**src/rtl/fib_arbiter_if.sv**
```systemverilog
// Request/response bundle between two Fibonacci clients and the shared engine.
// master = client side, slave = fib_arbiter.
interface fib_arbiter_if #(
  parameter int WIDTH = 32,
  parameter int IDXW  = 7
);
  logic            req0_valid;
  logic [IDXW-1:0] req0_n;
  logic            req0_ready;
  logic            req1_valid;
  logic [IDXW-1:0] req1_n;
  logic            req1_ready;
  logic            resp_valid;
  logic            resp_ready;
  logic            resp_id;
  logic [WIDTH-1:0] resp_value;
  logic            resp_ovf;
  logic            busy;

  modport master (
    output req0_valid, req0_n, req1_valid, req1_n, resp_ready,
    input  req0_ready, req1_ready, resp_valid, resp_id, resp_value, resp_ovf, busy
  );

  modport slave (
    input  req0_valid, req0_n, req1_valid, req1_n, resp_ready,
    output req0_ready, req1_ready, resp_valid, resp_id, resp_value, resp_ovf, busy
  );
endinterface

```
**src/rtl/fib_arbiter.sv**
```systemverilog
// Shared iterative Fibonacci engine with a two-requester round-robin front end.
// Returns F(n) mod 2^WIDTH, the requester id and an overflow flag.
module fib_arbiter #(
  parameter int WIDTH = 32,
  parameter int IDXW  = 7
) (
  input  logic             clk,
  input  logic             rst,
  fib_arbiter_if.slave     bus
);

  typedef enum logic [1:0] {IDLE, RUN, RESP} state_t;

  state_t           state, state_nx;
  logic             prio;
  logic             id;
  logic [IDXW-1:0]  cnt;
  logic [WIDTH-1:0] a, b;
  logic             ovf_a, ovf_b;

  logic             grant0, grant1, accept, acc_id, done;
  logic [IDXW-1:0]  acc_n;
  logic [WIDTH:0]   sum;

  // NOTE: every always_comb output gets a default first so no path leaves it unassigned (no latch).
  always_comb begin
    grant0 = 1'b0;
    grant1 = 1'b0;
    if (!rst && state == IDLE) begin
      if (bus.req0_valid && (!bus.req1_valid || !prio)) grant0 = 1'b1;
      else if (bus.req1_valid)                          grant1 = 1'b1;
    end
  end

  assign accept = grant0 | grant1;
  assign acc_id = grant1;
  assign acc_n  = grant1 ? bus.req1_n : bus.req0_n;
  assign sum    = {1'b0, a} + {1'b0, b};
  assign done   = (cnt == IDXW'(1));

  // State register.
  always_ff @(posedge clk) begin
    if (rst) state <= IDLE;
    else     state <= state_nx;
  end

  // Next-state logic.
  always_comb begin
    state_nx = state;
    case (state)
      IDLE:    if (accept)         state_nx = RUN;
      RUN:     if (done)           state_nx = RESP;
      RESP:    if (bus.resp_ready) state_nx = IDLE;
      default:                     state_nx = IDLE;
    endcase
  end

  // Datapath. Every request takes max(n-1,1) RUN steps; the start pair
  // (a,b) is chosen so that a = F(n) after the last step. For n<2 the
  // single step shifts b into a, so b is preloaded with F(n).
  // NOTE: sequential state uses non-blocking assignments so all registers update from pre-edge values.
  always_ff @(posedge clk) begin
    if (rst) begin
      prio  <= 1'b0;
      id    <= 1'b0;
      cnt   <= '0;
      a     <= '0;
      b     <= '0;
      ovf_a <= 1'b0;
      ovf_b <= 1'b0;
    end else begin
      case (state)
        IDLE: if (accept) begin
          id    <= acc_id;
          prio  <= ~acc_id;
          ovf_a <= 1'b0;
          ovf_b <= 1'b0;
          if (acc_n >= IDXW'(2)) begin
            a   <= WIDTH'(1);
            b   <= WIDTH'(1);
            cnt <= acc_n - IDXW'(1);
          end else begin
            a   <= (acc_n == '0) ? WIDTH'(1) : '0;
            b   <= (acc_n == '0) ? '0 : WIDTH'(1);
            cnt <= IDXW'(1);
          end
        end
        RUN: begin
          a     <= b;
          b     <= sum[WIDTH-1:0];
          // ovf_a tracks only the term in a, so carries beyond F(n) stay in ovf_b.
          ovf_a <= ovf_b;
          ovf_b <= ovf_a | ovf_b | sum[WIDTH];
          cnt   <= cnt - IDXW'(1);
        end
        default: ;
      endcase
    end
  end

  // Outputs: resp_* and busy decode registered state only.
  always_comb begin
    bus.req0_ready = grant0;
    bus.req1_ready = grant1;
    bus.resp_valid = (state == RESP);
    bus.busy       = (state != IDLE);
    bus.resp_id    = id;
    bus.resp_value = a;
    bus.resp_ovf   = ovf_a;
  end

endmodule
```
**src/flat_wrapper.sv**
```systemverilog
// flat-port wrapper written by rule: the top's interface ports become plain ports
module fib_arbiter_flat 
#(
  parameter int WIDTH = 32,
  parameter int IDXW  = 7
)
  (clk, rst, bus_req0_valid, bus_req0_n, bus_req1_valid, bus_req1_n, bus_resp_ready, bus_req0_ready, bus_req1_ready, bus_resp_valid, bus_resp_id, bus_resp_value, bus_resp_ovf, bus_busy);
  fib_arbiter_if #(.WIDTH(WIDTH), .IDXW(IDXW)) bus_i ();
  input  logic clk;
  input  logic rst;
  input wire logic [$bits(bus_i.req0_valid)-1:0] bus_req0_valid;
  input wire logic [$bits(bus_i.req0_n)-1:0] bus_req0_n;
  input wire logic [$bits(bus_i.req1_valid)-1:0] bus_req1_valid;
  input wire logic [$bits(bus_i.req1_n)-1:0] bus_req1_n;
  input wire logic [$bits(bus_i.resp_ready)-1:0] bus_resp_ready;
  output wire logic [$bits(bus_i.req0_ready)-1:0] bus_req0_ready;
  output wire logic [$bits(bus_i.req1_ready)-1:0] bus_req1_ready;
  output wire logic [$bits(bus_i.resp_valid)-1:0] bus_resp_valid;
  output wire logic [$bits(bus_i.resp_id)-1:0] bus_resp_id;
  output wire logic [$bits(bus_i.resp_value)-1:0] bus_resp_value;
  output wire logic [$bits(bus_i.resp_ovf)-1:0] bus_resp_ovf;
  output wire logic [$bits(bus_i.busy)-1:0] bus_busy;
  assign bus_i.req0_valid = bus_req0_valid;
  assign bus_i.req0_n = bus_req0_n;
  assign bus_i.req1_valid = bus_req1_valid;
  assign bus_i.req1_n = bus_req1_n;
  assign bus_i.resp_ready = bus_resp_ready;
  assign bus_req0_ready = bus_i.req0_ready;
  assign bus_req1_ready = bus_i.req1_ready;
  assign bus_resp_valid = bus_i.resp_valid;
  assign bus_resp_id = bus_i.resp_id;
  assign bus_resp_value = bus_i.resp_value;
  assign bus_resp_ovf = bus_i.resp_ovf;
  assign bus_busy = bus_i.busy;
  fib_arbiter #(.WIDTH(WIDTH), .IDXW(IDXW)) u_core (.clk(clk), .rst(rst), .bus(bus_i));
endmodule
```
**config.mk**
```make
export PLATFORM = sky130hd
export DESIGN_NAME = fib_arbiter_flat
export DESIGN_NICKNAME = d
export VERILOG_FILES = /design/src/rtl/fib_arbiter_if.sv /design/src/rtl/fib_arbiter.sv /design/src/flat_wrapper.sv
export SDC_FILE = /design/constraint.sdc
export NUM_CORES = 1
export LEC_CHECK = 0
export ABC_AREA = 1
export CORE_UTILIZATION = 40
export DETAILED_ROUTE_END_ITERATION = 6
export GPL_TIMING_DRIVEN = 1
export PLACE_DENSITY = 0.68
export SLEW_MARGIN = 20
export SYNTH_ARGS = -nofsm -noshare
export SYNTH_HDL_FRONTEND = slang
export SYNTH_SLANG_ARGS = --single-unit
export TNS_END_PERCENT = 50
```
**constraint.sdc**
```tcl
create_clock -name clk -period 4.5 [get_ports clk]
set_input_delay 0.675 -clock clk [delete_from_list [all_inputs] [get_ports clk]]
set_output_delay 0.675 -clock clk [all_outputs]
set_load 0.01 [all_outputs]
```
==> impl_metrics.yaml <==
routing:
  wl_per_cell_um: 11.69
  drc: 0
  drt_iter0_markers: 428
  antenna_left: 0
  detail_route.first_pass.iterations: 5
  vias_per_cell: 4.790
  wl_mm: 14.07
  dr_total_vias: 5767
pwr:
  p_int_uw: 1223
  p_leak_uw: 0.003317
  clockPowerShare_pct: 42.9
  seq_power_share_pct: 42.2
  peakVddDrop_v: 0.0001733
  swShare_pct: 27.64
  switchingPower_uw: 467.3
  pwr-share-comb_pct: 14.9
  p_per_area_mw_per_mm2: 252.1
finish:
  layout.nets: 1074
  finalInstanceArea_mm2: 0.006705
  n_antenna_cell: 0
  area_growth_pct: 16.98
  stdcell_count: 1204
  drive_above_1_share_pct: 4.785
  fin_util_pct: 48.12
  fillCellCount: 1481
clock_network:
  root_buffer: "clkbuf_16"
  post_cts_buffers: 0
  numCtsBuffers: 9
  cts_tree: "built"
  cts.sinks: 77
  clkLatencyLatePin_ps: 350
  ctsHtreeMaxLevel: 3
  cts_hold_buf: 0
  path_clk_slew_ps: 60
  cts_resized: 0
  cts_buffer_depth: 2
grt:
  gr-total-overflow: 0
  grt_pass1_wl_mm: 24.78
  first_global_vias: 5437
  grt_antenna_before_repair: 0
  grt_use_total_pct: 20.88
  grt_max_degree: 70
logic_synthesis:
  synth_cell_types: 35
  ys_seq_area_share_pct: 26.89
  yosys_register_bits: 77
  synth_flop_cell: "dfxtp_1"
  synth-edff-count: 0
  synthCells: 974
  netlist_area_mm2: 0.005732
  syn_nets: 1029
  yosys_warnings: 0
  async_reset_ff_share_pct: 0
  syn_area_per_cell_um2: 5.885
critical_path:
  rrSetupSlack_ps: 1520
  regToRegEndpoint: "u_core.cnt[2]$_SDFFE_PP0P_"
  crit_end: "u_core.cnt[2]$_SDFFE_PP0P_"
  path_class: "reg2reg"
  regToRegStartpoint: "u_core.state[0]$_SDFFE_PP0P_"
  critPathCaptureType: "flop"
  critPathMaxFanout: 67
  worstPathArrival_ps: 3210
  required_ps: 4740
  r2r_cells: 8
  worst_setup_path_start_kind: "flop"
  startpoint: "u_core.state[0]$_SDFFE_PP0P_"
placement:
  place.gp.congestion: 0.9267
  dpl.cell_count: 1188
  portBuffers: 56
  placed_area_mm2: 0.006410
  dp_hpwl_mm: 10.51
timing:
  finalSetupViolCount: 0
  slew_headroom_pct: 39.83
  rsz0062_at_grt: "no"
  min_period_over_period_pct: 66.13
  tightest_slew_ps: 902.5
  slew_violations: 0
  finalCriticalPeriod_ps: 2976
  tns_ps: 0
  max_freq_ghz: 0.3361
  finalHoldViolCount: 0
  clock-skew-final_ps: 7.571
die:
  die_w_um: 121.7
  std_cell_rows: 43
  pin_count: 57
  die-area_mm2: 0.01481
  start_util_pct: 41.13
  die_h_um: 121.7
  coreArea_mm2: 0.01393
run:
  drv_cap: 0
worst_hold_path:
  min_path_type: "reg2reg"
run_status:
  outcome: "completed"
-- logic make-up (layout without fill, tap and decap cells) --
| logic type | Yosys count | count (layout) | share of synthesized area [%] |
|---|---|---|---|
| adders and majority gates | 36 | 36 | 7.990 |
| and+or+nand+nor | 529 | 529 | 38.62 |
| xor gates and xnor gates | 1 | 1 | 0.1528 |
| buffers and inverters | 183 | 233 | 12.55 |
| DFF | 77 | 77 | 26.89 |
| AOI/OAI and AO/OA | 148 | 148 | 13.80 |
-- sequential cells by signal (all words and copies together), names as in the netlist --
signal,cells
u_core.prio,1
u_core.bus.resp_value,32
u_core.cnt,7
u_core.state,2
u_core.ovf_b,1
u_core.b,32
u_core.bus.resp_ovf,1
u_core.bus.resp_id,1
-- worst max-delay path, cell delays in order, from the launching register on --
cell      delay (ps)
dfxtp_1          370
inv_2             70
nor2_4            60
buf_4            580
inv_2            360
nand2_4          260
clkinv_2         700
nor2_1           340
a21oi_1          100
-- layout make-up --
type                            count  area [um2]  share of cell area [%]
Clock buffer                       12       246.5                   3.676
Clock inverter                      4       47.55                  0.7091
Inverter                          159       598.1                   8.920
Multi-Input combinational cell    714        3476                   51.84
Sequential cell                    77        1541                   22.99
Tap cell                          180       225.2                   3.359
Timing Repair Buffer               58       570.5                   8.509
-- through the flow --
stage                     total power, uW  hold slack [ps]  setup slack (ps)
final                                1691            479.9              1524
after CTS                            1712            478.5              1534
after global routing                 1774            502.7              1126
after floorplan                     920.6            455.9              2395
after global placement              978.5            469.9              1479
after detailed placement            980.4            469.5              1445
-- placed cells by master (no fill, tap or decap), types with 2 or more instances in the layout --
master,n
a21oi_4,2
ha_1,35
o22ai_1,2
dfxtp_1,77
nor3_1,9
inv_1,151
nand2_2,6
o21a_1,2
clkbuf_16,9
nor2_4,3
o21ai_2,2
or2_2,7
a21o_1,2
nand3_1,62
buf_4,2
nand4_1,9
nor4_1,2
nand3b_1,5
nor2_1,58
clkbuf_1,2
nand2_1,364
o21ai_0,27
clkinv_2,3
clkdlybuf4s50_1,55
a21oi_1,107
inv_2,7
-- synthesized netlist by cell type, types with 3 or more instances --
cell type    n  area [um2]
clkbuf_1    14       52.55
buf_4        3       22.52
nand3_1     62       310.3
nand2_1    364        1366
nor3_1       9       45.04
ha_1        35       437.9
nand2_2      6       37.54
o21ai_0     27       135.1
or2_2        7       43.79
inv_2        8       30.03
buf_2        5       25.02
nor2_1      58       217.7
a21oi_1    107       535.5
dfxtp_1     77        1541
nand4_1      9       56.30
inv_1      151       566.8
nand3b_1     5       37.54
-- layer usage --
layer	vias up	part of all wire [%]	GRT usage [%]
met2	102	44	33.35
met4	0	1.4	6.713
met3	13	4.1	3.605
met5	-	0	0
li1	3155	-	-
met1	2497	50	28.42
-- worst min path at each step --
stage,from,endpoint,slack (ps),cells past startpoint
after floorplan,u_core.b[3]$_SDFFE_PP0P_,u_core.b[3]$_SDFFE_PP0P_,460,2
after global placement,u_core.bus.resp_value[28]$_SDFFE_PP0P_,u_core.bus.resp_value[28]$_SDFFE_PP0P_,470,2
after detailed placement,u_core.bus.resp_id$_SDFFE_PP0P_,u_core.bus.resp_id$_SDFFE_PP0P_,470,2
after CTS,u_core.bus.resp_id$_SDFFE_PP0P_,u_core.bus.resp_id$_SDFFE_PP0P_,480,2
after global routing,u_core.bus.resp_ovf$_SDFFE_PP0P_,u_core.bus.resp_ovf$_SDFFE_PP0P_,500,2
final,u_core.bus.resp_id$_SDFFE_PP0P_,u_core.bus.resp_id$_SDFFE_PP0P_,480,2
-- power by group through the flow --
| stage | Sequential [uW] | Clock, uW | Combinational, uW |
|---|---|---|---|
| 3_3_place_gp | 728 | 0 | 251 |
| 4_1_cts | 713 | 744 | 255 |
| 6_report | 713 | 725 | 253 |
| 3_5_place_dp | 728 | 0 | 253 |
| 2_1_floorplan | 725 | 0 | 196 |
| 5_1_grt | 716 | 769 | 289 |
No activity file was read; power rests on OpenSTA's default activity.
